$ cat src/rtl/tick_gen_pkg.sv
// Shared types and reset defaults for the fractional tick generator.
// Divisors are derived from the system clock and the UART/RTC target rates.
package tick_gen_pkg;

   localparam int unsigned TG_CNT_WIDTH    = 24;
   localparam int unsigned TG_FRAC_WIDTH   = 8;
   localparam int unsigned TG_MAX_CHANNELS = 8;

   localparam int unsigned CLK_FREQ = 20_000_000;
   localparam int unsigned BAUDRATE = 115_200;
   localparam int unsigned RTC_FREQ = 32_768;

   localparam int unsigned BAUD_DIV_INT  = CLK_FREQ / BAUDRATE;
   localparam int unsigned BAUD_DIV_FRAC = ((CLK_FREQ % BAUDRATE) * 256) / BAUDRATE;
   localparam int unsigned RTC_DIV_INT   = CLK_FREQ / RTC_FREQ;
   localparam int unsigned RTC_DIV_FRAC  = ((CLK_FREQ % RTC_FREQ) * 256) / RTC_FREQ;

   typedef struct packed {
      logic [TG_CNT_WIDTH-1:0]  period_int;
      logic [TG_FRAC_WIDTH-1:0] period_frac;
      logic                     en;
   } tick_cfg_t;

   localparam tick_cfg_t BAUD_CFG = '{period_int:  TG_CNT_WIDTH'(BAUD_DIV_INT),
                                      period_frac: TG_FRAC_WIDTH'(BAUD_DIV_FRAC),
                                      en:          1'b1};
   localparam tick_cfg_t RTC_CFG  = '{period_int:  TG_CNT_WIDTH'(RTC_DIV_INT),
                                      period_frac: TG_FRAC_WIDTH'(RTC_DIV_FRAC),
                                      en:          1'b1};
   localparam tick_cfg_t SPARE_CFG = '{period_int:  TG_CNT_WIDTH'(1),
                                       period_frac: '0,
                                       en:          1'b0};

   localparam tick_cfg_t TICK_CFG_RST [TG_MAX_CHANNELS] = '{
      BAUD_CFG, RTC_CFG, SPARE_CFG, SPARE_CFG,
      SPARE_CFG, SPARE_CFG, SPARE_CFG, SPARE_CFG
   };

endpackage

$ cat src/rtl/tick_chan.sv
// One tick channel: pending/active config shadows, fractional phase
// accumulator and period down-counter producing a registered tick pulse.
module tick_chan
   import tick_gen_pkg::*;
#(
   parameter int unsigned CNT_WIDTH  = TG_CNT_WIDTH,
   parameter int unsigned FRAC_WIDTH = TG_FRAC_WIDTH,
   parameter tick_cfg_t   RST_CFG    = SPARE_CFG
) (
   input  logic                  clk_i,
   input  logic                  rst_ni,
   input  logic                  cfg_wr_i,
   input  logic [CNT_WIDTH-1:0]  cfg_int_i,
   input  logic [FRAC_WIDTH-1:0] cfg_frac_i,
   input  logic                  cfg_en_i,
   input  logic                  restart_i,
   output logic                  tick_o
);

   localparam logic [CNT_WIDTH-1:0]  RST_INT  = CNT_WIDTH'(RST_CFG.period_int);
   localparam logic [FRAC_WIDTH-1:0] RST_FRAC = FRAC_WIDTH'(RST_CFG.period_frac);
   localparam logic [CNT_WIDTH-1:0]  RST_CNT  =
      (!RST_CFG.en || RST_INT == '0) ? '0 : RST_INT - CNT_WIDTH'(1);

   logic [CNT_WIDTH-1:0]  pend_int_q, pend_int_d, act_int_q, act_int_d, cnt_q, cnt_d;
   logic [FRAC_WIDTH-1:0] pend_frac_q, pend_frac_d, act_frac_q, act_frac_d, acc_q, acc_d;
   logic                  pend_en_q, pend_en_d, act_en_q, act_en_d, tick_q, tick_d;
   logic [CNT_WIDTH-1:0]  pend_m1;
   logic [FRAC_WIDTH:0]   sum;

   // int==0 behaves as int==1, so both reload the counter with 0
   assign pend_m1 = (pend_int_q == '0) ? '0 : pend_int_q - CNT_WIDTH'(1);
   assign sum     = {1'b0, acc_q} + {1'b0, pend_frac_q};

   always_comb begin
      pend_int_d  = pend_int_q;
      pend_frac_d = pend_frac_q;
      pend_en_d   = pend_en_q;
      if (cfg_wr_i) begin
         pend_int_d  = cfg_int_i;
         pend_frac_d = cfg_frac_i;
         pend_en_d   = cfg_en_i;
      end

      act_int_d  = act_int_q;
      act_frac_d = act_frac_q;
      act_en_d   = act_en_q;
      cnt_d      = cnt_q;
      acc_d      = acc_q;
      tick_d     = 1'b0;

      if (!act_en_q) begin
         act_int_d  = pend_int_q;
         act_frac_d = pend_frac_q;
         act_en_d   = pend_en_q;
         acc_d      = '0;
         cnt_d      = pend_en_q ? pend_m1 : '0;
      end else if (restart_i) begin
         cnt_d = act_int_q >> 1;
         acc_d = '0;
      end else if (cnt_q == '0) begin
         // boundary: the pending copy becomes active and sizes the next period
         tick_d     = 1'b1;
         act_int_d  = pend_int_q;
         act_frac_d = pend_frac_q;
         act_en_d   = pend_en_q;
         if (pend_en_q) begin
            cnt_d = pend_m1 + CNT_WIDTH'(sum[FRAC_WIDTH]);
            acc_d = sum[FRAC_WIDTH-1:0];
         end else begin
            cnt_d = '0;
            acc_d = '0;
         end
      end else begin
         cnt_d = cnt_q - CNT_WIDTH'(1);
      end
   end

   always_ff @(posedge clk_i or negedge rst_ni) begin
      if (!rst_ni) begin
         pend_int_q  <= RST_INT;
         pend_frac_q <= RST_FRAC;
         pend_en_q   <= RST_CFG.en;
         act_int_q   <= RST_INT;
         act_frac_q  <= RST_FRAC;
         act_en_q    <= RST_CFG.en;
         cnt_q       <= RST_CNT;
         acc_q       <= '0;
         tick_q      <= 1'b0;
      end else begin
         pend_int_q  <= pend_int_d;
         pend_frac_q <= pend_frac_d;
         pend_en_q   <= pend_en_d;
         act_int_q   <= act_int_d;
         act_frac_q  <= act_frac_d;
         act_en_q    <= act_en_d;
         cnt_q       <= cnt_d;
         acc_q       <= acc_d;
         tick_q      <= tick_d;
      end
   end

   assign tick_o = tick_q;

endmodule

$ cat src/rtl/tick_gen.sv
// Multi-channel fractional clock-enable generator: decodes the config
// strobe to one channel and instantiates one tick_chan per channel.
module tick_gen
   import tick_gen_pkg::*;
#(
   parameter int unsigned  CHANNELS   = 2,
   parameter int unsigned  CNT_WIDTH  = TG_CNT_WIDTH,
   parameter int unsigned  FRAC_WIDTH = TG_FRAC_WIDTH,
   localparam int unsigned CHAN_W     = (CHANNELS > 1) ? $clog2(CHANNELS) : 1
) (
   input  logic                  clock,
   input  logic                  reset,
   input  logic                  cfg_valid,
   input  logic [CHAN_W-1:0]     cfg_chan,
   input  logic [CNT_WIDTH-1:0]  cfg_int,
   input  logic [FRAC_WIDTH-1:0] cfg_frac,
   input  logic                  cfg_en,
   input  logic [CHANNELS-1:0]   restart,
   output logic [CHANNELS-1:0]   tick
);

   // out-of-range channel indices match no instance and are dropped
   for (genvar i = 0; i < CHANNELS; i++) begin : g_chan
      logic cfg_wr;
      assign cfg_wr = cfg_valid && (cfg_chan == CHAN_W'(i));

      tick_chan #(
         .CNT_WIDTH  (CNT_WIDTH),
         .FRAC_WIDTH (FRAC_WIDTH),
         .RST_CFG    (TICK_CFG_RST[i])
      ) u_chan (
         .clk_i      (clock),
         .rst_ni     (reset),
         .cfg_wr_i   (cfg_wr),
         .cfg_int_i  (cfg_int),
         .cfg_frac_i (cfg_frac),
         .cfg_en_i   (cfg_en),
         .restart_i  (restart[i]),
         .tick_o     (tick[i])
      );
   end

endmodule

$ cat config.mk
export PLATFORM = sky130hd
export DESIGN_NAME = tick_gen
export DESIGN_NICKNAME = d
export VERILOG_FILES = /design/src/rtl/tick_gen_pkg.sv /design/src/rtl/tick_chan.sv /design/src/rtl/tick_gen.sv
export SDC_FILE = /design/constraint.sdc
export NUM_CORES = 1
export LEC_CHECK = 0
export CAP_MARGIN = 20
export CORE_ASPECT_RATIO = 1.25
export CORE_MARGIN = 3
export CORE_UTILIZATION = 65
export DETAILED_ROUTE_END_ITERATION = 6
export MAX_ROUTING_LAYER = met4
export PLACE_DENSITY = 0.95
export SYNTH_ARGS = -nofsm -noshare
export SYNTH_HDL_FRONTEND = slang
export SYNTH_SLANG_ARGS = --single-unit
$ cat constraint.sdc
create_clock -name clock -period 10.4 [get_ports clock]
set_input_delay 2.08 -clock clock [delete_from_list [all_inputs] [get_ports clock]]
set_output_delay 2.08 -clock clock [all_outputs]
set_load 0.05 [all_outputs]
==> results.yml, run 1 <==
status:
  outcome: "finished, violations left"
  failed_checks: "DRC"
finish:
  number_of_nets_in_the_finished_design: 1239
  flow.area_growth_from_synthesis_pct: 9.97
  layout_commonest_cell: "dfrtp_1"
  mostFrequentLayoutCells: "dfrtp_1, mux2_2, nor2_1, nand2_1, o21ai_0"
  num_antenna_cells: 0
  post_route_cells_drive_above_1_share_pct: 18.3
sta:
  grt_setup_unrepaired: "no"
  layout_worst_path_cycle_share_pct: 45.4
  fin_skew_ns: 0.0159
  min_period_ns: 4.72
  maxSlewViolCount: 0
  max_slew_margin_pct: 18.8
  final-setup-viol-count: 0
  final_hold_slack_ns: 0.500
  worst_slew_pin_slew_ns: 1.22
  fin_setup_tns_ns: 0
  timing.fmax_mhz: 212
  timing_hold_violations_final: 0
synthesis:
  synth_sequential_area_ratio_pct: 40.3
  synthFlopType: "dfrtp_1"
  synth-async-reset-ratio_pct: 100
  synthesis.instances: 1171
  synth_cell_types: 73
  postSynthAreaPerCell_um2: 9.64
  yosys_register_bits: 180
  synth_simple_gate_area_share_pct: 18.7
  yosys.area_share.xor_xnor_pct: 8.07
  dominant_combinational_cell_family_by_area_after_synthesis: "simple AND/OR/NAND/NOR gates"
  post_synth_instance_area_um2: 11300
  synth_compound_gate_area_share_pct: 14.1
  mappedNetlistNets: 1240
  synth_edf_count: 0
  synth.mux.area_fraction_pct: 12.0
  yosysWarningCount: 0
  synthAdderAreaFrac_pct: 3.46
worst_setup_path:
  worst_path_arrival_time_ns: 5.02
  critical_path_required_ns: 10.70
  timing.critical_path.fanout_max: 5
  rrSetupSlack_ns: 5.68
  critical_path_class: "flop to flop"
  setup.worst_path.start_class: "flop"
  setup.worst_path.end_class: "flop"
clocking:
  cts_root_buffer: "clkbuf_16"
  cts_sinks: 180
  clock_tree.htree_level_count: 4
  post_cts.resized_instances: 0
  cts_tree: "built"
  clk_transition_reported_paths_ns: 0.08
  post_cts_hold_buffer_count: 0
  cts.path.max_buffers: 2
  worstSkewPairLatency_ns: 0.46
  cts-buffers-inserted: 17
  cts.repair_timing.setup_buffer_count: 0
pwr:
  power.density_cell_area_nw_per_um2: 192
  cell_internal_pwr_mw: 1.54
  worst_vdd_rail_ir_drop_mv: 0.129
  power.static_leakage_nw: 4.94
  p_seq_share_pct: 46.4
  pwr-share-comb_pct: 25.4
  power.share.clock_pct: 28.1
  power.switching_mw: 0.844
  switching_share_pct: 35.4
  finalPower_mw: 2.39
routing:
  dr_total_vias: 9754
  drc: 1
  vias_per_cell: 6.95
  detail_route.wl_per_cell_um: 22.8
  drt-initial-drc-count: 1293
  wl_final_mm: 32.0
  postRouteAntennaNets: 0
  first_pass_iters: 7
placement:
  globalplace.congestion: 1.04
  port_buffers: 40
  dpl.hpwl_mm: 22.0
global_route:
  globalRouteTotalUtil_pct: 35.6
  number_of_antenna_violations_at_the_first_check_in_global_routing: 0
  number_of_global_route_vias_before_repair: 9550
  first_pass_grt_wire_length_mm: 51.3
  pin_count_of_the_biggest_net_entering_global_routing: 124
  globalRoute.totalOverflow: 0
floorplanning:
  die_x_um: 124
  floorplan.core_area_um2: 16900
  fp.dieH_um: 153
  rows: 53
  top_level_ports: 41
  die_area_um2: 19000
  effective_utilization_at_floorplan_pct: 66.7
job:
  maxCapViolations: 0
min_path:
  worst_hold_path_type: "flop to flop"
sequential cells by signal, indices dropped and copies added, names as in the netlist:
name and flops:
g_chan.u_chan.pend_en_q 2, g_chan.u_chan.pend_frac_q 16, g_chan.u_chan.tick_o 2, g_chan.u_chan.act_int_q 46
g_chan.u_chan.cnt_q 48, g_chan.u_chan.pend_int_q 48, g_chan.u_chan.act_en_q 2, g_chan.u_chan.acc_q 16
cells by family after synthesis:
logic type | count (synthesis)
AOI/OAI and AO/OA | 240
xor gates and xnor gates | 104
adders and majority gates | 30
buffers and inverters | 95
DFF | 180
muxes | 121
and+or+nand+nor | 401
cell type report:
class | count | area [µm²]
clock buffer | 17 | 425
clock inverter | 15 | 184
fill | 1142 | 4500
inverter | 22 | 82.6
multi-input combinational | 896 | 6370
sequential | 180 | 4550
tap | 220 | 275
timing repair buffer | 53 | 522
cell usage after synthesis (6+ instances only):
| cell | n | area share [%] |
|---|---|---|
| dfrtp_1 | 143 | 32 |
| mux2_2 | 114 | 11 |
| nor2_1 | 94 | 3.1 |
| nand2_1 | 82 | 2.7 |
| o21ai_0 | 76 | 3.4 |
| xnor2_1 | 60 | 4.7 |
| clkbuf_1 | 55 | 1.8 |
| xor2_1 | 44 | 3.4 |
| nor3_1 | 42 | 1.9 |
| dfstp_2 | 37 | 8.6 |
| a21oi_1 | 33 | 1.5 |
| nand3_1 | 33 | 1.5 |
| nor4_1 | 31 | 1.7 |
| ha_1 | 28 | 3.1 |
| inv_1 | 22 | 0.73 |
| o31ai_1 | 19 | 1.3 |
| a21o_1 | 16 | 1.1 |
| or4_1 | 16 | 1.1 |
| nand2b_1 | 14 | 0.78 |
| a221oi_1 | 13 | 1.0 |
| or3_1 | 13 | 0.72 |
| nand4_1 | 12 | 0.67 |
| o211ai_1 | 11 | 0.73 |
| and2_1 | 10 | 0.55 |
| nor2b_1 | 10 | 0.55 |
| a22oi_1 | 9 | 0.60 |
| buf_1 | 9 | 0.30 |
| and3_1 | 8 | 0.44 |
| a222oi_1 | 7 | 0.62 |
| mux2i_1 | 7 | 0.62 |
| a211oi_1 | 6 | 0.40 |
| buf_2 | 6 | 0.27 |
| o22ai_1 | 6 | 0.33 |
worst paths after layout:
check | start | endpoint | depth (start not counted)
worst max-delay path | g_chan[0].u_chan.pend_frac_q[0]$_DFFE_PN0P_ | g_chan[0].u_chan.cnt_q[16]$_DFF_PN0_ | 20
worst min-delay path | g_chan[0].u_chan.acc_q[5]$_DFFE_PN0P_ | g_chan[0].u_chan.acc_q[5]$_DFFE_PN0P_ | 2
worst max register to register | g_chan[0].u_chan.pend_frac_q[0]$_DFFE_PN0P_ | g_chan[0].u_chan.cnt_q[16]$_DFF_PN0_ | 20
worst min register to register | g_chan[0].u_chan.acc_q[5]$_DFFE_PN0P_ | g_chan[0].u_chan.acc_q[5]$_DFFE_PN0P_ | 2
max in group asynchronous | reset | g_chan[0].u_chan.cnt_q[12]$_DFF_PN0_ | 2
min in group asynchronous | reset | g_chan[1].u_chan.acc_q[1]$_DFFE_PN0P_ | 1
through the flow:
step,area (µm²),setup WS (ns),util [%],cells
6_report,12400,5.68,73.4,1403
5_1_grt,12400,5.32,73.4,1403
4_1_cts,12400,5.56,73.1,1399
3_5_place_dp,11800,5.71,69.5,1367
3_3_place_gp,11700,5.82,69.4,1366
2_1_floorplan,11300,6.56,-,1171
power by group through the flow:
stage	registers (mW)	clock network, mW	logic (mW)
6_report	1.11	0.672	0.607
2_1_floorplan	1.01	0	0.480
4_1_cts	1.10	0.672	0.594
3_3_place_gp	1.09	0	0.559
3_5_place_dp	1.10	0	0.580
5_1_grt	1.13	0.704	0.660
critical path, cell delays in order (launching register included):
cell and delay [ns]:
dfrtp_1 0.38, ha_1 0.21, inv_1 0.07, fa_1 0.41, nor2b_1 0.12, o21ai_0 0.08
nand2b_1 0.11, a21o_1 0.12, a21o_1 0.14, a21o_1 0.13, a21o_1 0.22, ha_1 0.20
ha_1 0.19, inv_1 0.10, nor4b_1 0.31, a21oi_1 0.14, nor4_1 0.75, nand3_1 0.30
nor3_1 0.30, xnor2_1 0.16, o21ai_0 0.11
per-layer routing:
layer,vias up,GRT usage (%),part of all wire [%]
li1,4298,-,-
met1,4608,42.5,36
met2,654,56.5,49
met3,194,5.63,8.3
met4,0,20.4,6.4
met5,-,-,0
Power figures use the tool's default switching activity.
==> run 2: changes to the inputs <==
--- a/config.mk
+++ b/config.mk
@@ -8,10 +8,10 @@
 export CAP_MARGIN = 20
 export CORE_ASPECT_RATIO = 1.25
 export CORE_MARGIN = 3
-export CORE_UTILIZATION = 65
+export CORE_UTILIZATION = 56
 export DETAILED_ROUTE_END_ITERATION = 6
 export MAX_ROUTING_LAYER = met4
-export PLACE_DENSITY = 0.95
+export PLACE_DENSITY = 0.88
 export SYNTH_ARGS = -nofsm -noshare
 export SYNTH_HDL_FRONTEND = slang
 export SYNTH_SLANG_ARGS = --single-unit
==> constraint.sdc (replaced) <==
create_clock -name clock -period 3.87 [get_ports clock]
set_input_delay 0.774 -clock clock [delete_from_list [all_inputs] [get_ports clock]]
set_output_delay 0.774 -clock clock [all_outputs]
set_load 0.05 [all_outputs]
==> results.yml, run 2 (synthesis gave the netlist of run 1 again) <==
status:
  outcome: "finished, violations left"
  failed_checks: "DRC"
sta:
  final-setup-viol-count: 0
  max_slew_margin_pct: 35.0
  timing.fmax_mhz: 269
  layout_worst_path_cycle_share_pct: 96.0
  maxSlewViolCount: 0
  timing_hold_violations_final: 0
  grt_setup_unrepaired: "yes"
  final_hold_slack_ns: 0.360
  min_period_ns: 3.72
  worst_slew_pin_slew_ns: 0.973
  fin_skew_ns: 0.00983
  timing.final.ws_setup_ns: 0.154
  fin_setup_tns_ns: 0
worst_setup_path:
  rrSetupSlack_ns: 0.15
  cp_num_buf_inv: 3
  worstPathCellList: "ha_2, inv_2, fa_2, nor2b_1, o21ai_1, nand2b_1, a21o_1, a21o_1, a21o_1, a21o_1, ha_4, ha_4, inv_4, nor4b_4, a21oi_2, nor4_2, buf_4, nand3_4, nor3_4, xnor2_1, o21ai_1"
  timing.critical_path.fanout_max: 5
  setup.worst_path.start_class: "flop"
  critical_path_required_ns: 4.18
  critical_path.most_common_cell: "a21o_1"
  critical_path_class: "flop to flop"
  setup.worst_path.end_class: "flop"
  timing.critical_path.slowest_stage_cell: "dfrtp_1"
  worst_path_arrival_time_ns: 4.03
  crit_path_max_incr_delay_ns: 0.37
  worst_path_top_cell_family_by_delay: "simple AND/OR/NAND/NOR gates"
pwr:
  power.static_leakage_nw: 5.16
  power.density_cell_area_nw_per_um2: 501
  worst_vdd_rail_ir_drop_mv: 0.309
  finalPower_mw: 6.48
routing:
  first_pass_iters: 7
  drt-initial-drc-count: 1255
  dr_wl_met2_mm: 16.0
  met1_length_mm: 11.9
  highest_signal_layer_in_the_routed_design: "met4"
  vias_per_cell: 6.55
  routed_length_on_met3_mm: 2.03
  dr_total_vias: 9739
  postRouteAntennaNets: 0
  wl_final_mm: 31.5
  drc: 16
  detail_route.wl_per_cell_um: 21.2
clocking:
  cts_root_buffer: "clkbuf_16"
  worstSkewPairLatency_ns: 0.45
  clock_tree.htree_level_count: 4
  cts_tree: "built"
  post_cts_hold_buffer_count: 0
  cts_sinks: 180
  clk_transition_reported_paths_ns: 0.07
  cts.path.max_buffers: 2
  cts-buffers-inserted: 17
finish:
  flow.area_growth_from_synthesis_pct: 14.5
  design_area_um2: 12900
  layout_commonest_cell: "dfrtp_1"
  layout.core_utilization_pct: 65.9
  fill_cells: 1417
  final_cell_count_no_fill: 1487
  number_of_nets_in_the_finished_design: 1278
  post_route_cells_drive_above_1_share_pct: 22.7
  num_antenna_cells: 0
  largestRegisters: "g_chan.u_chan.cnt_q: 48 flops, g_chan.u_chan.pend_int_q: 48 flops, g_chan.u_chan.act_int_q: 46 flops"
  mostFrequentLayoutCells: "dfrtp_1, mux2_2, nor2_1, nand2_1, o21ai_0"
placement:
  place.detailed.instances: 1449
  detailedPlace.worstSlack_ns: -0.0960
  globalplace.congestion: 0.972
  postPlaceCellArea_um2: 12100
  dpl.hpwl_mm: 22.3
  port_buffers: 40
min_path:
  worst_hold_path_type: "input port to asynchronous set/reset pin"
global_route:
  pin_count_of_the_biggest_net_entering_global_routing: 77
  first_pass_grt_wire_length_mm: 50.1
  globalRoute.totalOverflow: 0
  globalRouteTotalUtil_pct: 29.6
  number_of_antenna_violations_at_the_first_check_in_global_routing: 0
  number_of_global_route_vias_before_repair: 9603
floorplanning:
  top_level_ports: 41
  floorplan.core_area_um2: 19600
  effective_utilization_at_floorplan_pct: 57.5
  fp.dieH_um: 165
  die_area_um2: 21900
  die_x_um: 133
  rows: 57
job:
  maxCapViolations: 0
==> run 2: cell count changes in the layout (fill, tap and decap cells not counted), moves of 3 or more <==
cell,delta
buf_4,+43
ha_1,-6
inv_8,-5
clkinv_8,-3
ha_2,+3
ha_4,+3
==> run 2: repair_timing <==
action,in CTS,in global routing
resized for setup,5,30
pin swaps,0,21
setup buffers,0,6
endpoints found under the setup margin,6,19
==> run 2: power by group <==
part	switching (mW)	internal, mW
logic	0.882	0.826
registers	0.497	2.42
clock network	0.790	1.06
total	2.17	4.31
==> run 2: worst paths after layout <==
kind | cells after the start | start | end
worst min register to register | 2 | g_chan[1].u_chan.acc_q[3]$_DFFE_PN0P_ | g_chan[1].u_chan.acc_q[3]$_DFFE_PN0P_
min in group clock | 2 | g_chan[1].u_chan.acc_q[3]$_DFFE_PN0P_ | g_chan[1].u_chan.acc_q[3]$_DFFE_PN0P_
worst max-delay path | 21 | g_chan[0].u_chan.acc_q[0]$_DFFE_PN0P_ | g_chan[0].u_chan.cnt_q[16]$_DFF_PN0_
worst min-delay path | 1 | reset | g_chan[1].u_chan.pend_frac_q[2]$_DFFE_PN0P_
max in group asynchronous | 2 | reset | g_chan[1].u_chan.pend_frac_q[6]$_DFFE_PN1P_
worst max register to register | 21 | g_chan[0].u_chan.acc_q[0]$_DFFE_PN0P_ | g_chan[0].u_chan.cnt_q[16]$_DFF_PN0_
==> run 2: layout make-up <==
cell class,count,area [µm²],share of cell area (%)
Tap cell,265,332,2.57
Clock buffer,19,453,3.51
Timing Repair Buffer,92,805,6.23
Clock inverter,13,169,1.31
Multi-Input combinational cell,896,6530,50.5
Inverter,22,85.1,0.658
Sequential cell,180,4550,35.2
==> run 2: metal layers <==
metal,track usage (%),vias to the layer above
met5,-,-
met4,15.0,0
met3,5.00,161
met2,50.4,551
met1,33.9,4661
li1,-,4366
==> run 3: changes to the inputs <==
--- a/config.mk
+++ b/config.mk
@@ -7,7 +7,7 @@
 export LEC_CHECK = 0
 export CAP_MARGIN = 20
 export CORE_ASPECT_RATIO = 1.25
-export CORE_MARGIN = 3
+export CORE_MARGIN = 5
 export CORE_UTILIZATION = 56
 export DETAILED_ROUTE_END_ITERATION = 6
 export MAX_ROUTING_LAYER = met4
==> results.yml, run 3 (synthesis gave the netlist of run 1 again) <==
placement:
  port_buffers: 40
  detailedPlace.worstSlack_ns: -0.0795
  postPlaceCellArea_um2: 12100
  globalplace.congestion: 0.954
  dpl.hpwl_mm: 23.0
  place.detailed.instances: 1457
worst_setup_path:
  crit_path_max_incr_delay_ns: 0.36
  critical_path.most_common_cell: "a21o_1"
  timing.critical_path.fanout_max: 4
  worstPathCellList: "ha_2, inv_1, fa_2, nor2b_1, o21ai_1, nand2b_1, a21o_1, a21o_1, a21o_1, a21o_1, ha_4, ha_4, inv_2, nor4b_4, a21oi_2, nor4_1, buf_4, nand3_4, nor2_1, xnor2_1, o31ai_1"
  setup.worst_path.start_class: "flop"
  setup.worst_path.end_class: "flop"
  worst_path_arrival_time_ns: 4.09
  critical_path_class: "flop to flop"
  critical_path_required_ns: 4.22
  timing.critical_path.slowest_stage_cell: "dfrtp_1"
routing:
  drt-initial-drc-count: 1191
  wl_final_mm: 31.5
  detail_route.wl_per_cell_um: 21.1
  drc: 0
  dr_total_vias: 9719
  postRouteAntennaNets: 0
  vias_per_cell: 6.51
  first_pass_iters: 6
sta:
  layout_worst_path_cycle_share_pct: 96.8
  fin_setup_tns_ns: 0
  grt_setup_unrepaired: "yes"
  fin_skew_ns: 0.0109
  maxSlewViolCount: 0
  max_slew_margin_pct: 35.8
  timing.fmax_mhz: 267
  worst_slew_pin_slew_ns: 0.962
  final_hold_slack_ns: 0.344
  min_period_ns: 3.74
  timing_hold_violations_final: 0
  timing.final.ws_setup_ns: 0.126
  final-setup-viol-count: 0
clocking:
  clk_transition_reported_paths_ns: 0.07
  cts-buffers-inserted: 17
  clock_tree.htree_level_count: 4
  cts_sinks: 180
  worstSkewPairLatency_ns: 0.45
  cts_root_buffer: "clkbuf_16"
  cts_tree: "built"
  cts.path.max_buffers: 2
pwr:
  worst_vdd_rail_ir_drop_mv: 0.348
  finalPower_mw: 6.51
  power.static_leakage_nw: 5.15
  power.density_cell_area_nw_per_um2: 505
finish:
  final_cell_count_no_fill: 1492
  design_area_um2: 12900
  mostFrequentLayoutCells: "dfrtp_1, mux2_2, nor2_1, nand2_1, o21ai_0"
  num_antenna_cells: 0
  layout_commonest_cell: "dfrtp_1"
  flow.area_growth_from_synthesis_pct: 14.3
  number_of_nets_in_the_finished_design: 1278
  post_route_cells_drive_above_1_share_pct: 22.6
  layout.core_utilization_pct: 64.6
  largestRegisters: "g_chan.u_chan.cnt_q: 48 flops, g_chan.u_chan.pend_int_q: 48 flops, g_chan.u_chan.act_int_q: 46 flops"
global_route:
  number_of_global_route_vias_before_repair: 9725
  globalRoute.totalOverflow: 0
  globalRouteTotalUtil_pct: 28.2
  number_of_antenna_violations_at_the_first_check_in_global_routing: 0
  pin_count_of_the_biggest_net_entering_global_routing: 74
  first_pass_grt_wire_length_mm: 50.6
job:
  maxCapViolations: 0
floorplanning:
  effective_utilization_at_floorplan_pct: 56.5
  top_level_ports: 41
  die_x_um: 137
  rows: 58
  fp.dieH_um: 169
  die_area_um2: 23100
  floorplan.core_area_um2: 20000
min_path:
  worst_hold_path_type: "input port to asynchronous set/reset pin"
status:
  outcome: "completed"
run 3: final timing paths:
check / startpoint / to / slack, ns / depth (start not counted)
worst max-delay path: g_chan[0].u_chan.pend_frac_q[0]$_DFFE_PN0P_ / g_chan[0].u_chan.cnt_q[20]$_DFF_PN0_ / 0.13 / 21
worst min-delay path: reset / g_chan[1].u_chan.acc_q[4]$_DFFE_PN0P_ / 0.34 / 1
worst max register to register: g_chan[0].u_chan.pend_frac_q[0]$_DFFE_PN0P_ / g_chan[0].u_chan.cnt_q[20]$_DFF_PN0_ / 0.13 / 21
worst min register to register: g_chan[1].u_chan.acc_q[3]$_DFFE_PN0P_ / g_chan[1].u_chan.acc_q[3]$_DFFE_PN0P_ / 0.50 / 2
max in group asynchronous: reset / g_chan[0].u_chan.cnt_q[7]$_DFF_PN1_ / 2.57 / 2
min in group clock: g_chan[1].u_chan.acc_q[3]$_DFFE_PN0P_ / g_chan[1].u_chan.acc_q[3]$_DFFE_PN0P_ / 0.50 / 2
run 3: metal layers:
metal / wire [µm] / GRT usage (%) / vias up
met5: 0 / - / -
met4: 1510 / 11.7 / 0
met3: 1830 / 4.22 / 137
met2: 16000 / 48.1 / 484
met1: 12100 / 33.3 / 4726
li1: - / - / 4372
run 3: layout make-up:
cell class / count / area, µm²
clock buffer: 18 / 439
clock inverter: 14 / 189
fill: 1540 / 7060
inverter: 22 / 82.6
multi-input combinational: 896 / 6510
sequential: 180 / 4550
tap: 270 / 338
timing repair buffer: 92 / 792
run 3: worst max-delay path, delay by kind of cell, from the launching register on:
| family | cells | cell delay [ns] |
|---|---|---|
| AND/OR/NAND/NOR | 6 | 1.03 |
| AO/OA/AOI/OAI | 7 | 1.03 |
| adder cells (fa/ha/maj) | 4 | 0.86 |
| flip-flops | 1 | 0.36 |
| buffers and inverters | 3 | 0.30 |
| XOR/XNOR | 1 | 0.08 |
run 3: what timing repair did:
action / CTS / global route
hold buffers: 0 / 0
buffers inserted: 0 / 3
setup endpoints to repair: 6 / 17
cloned: 0 / 0
pin swaps: 2 / 11
gates resized for setup: 7 / 23
run 3: power by group:
group          internal, mW  switching, mW  total, mW
Sequential             2.42          0.505       2.93
Clock                  1.06          0.825       1.88
Combinational         0.822          0.879       1.70
Total                  4.30           2.21       6.51
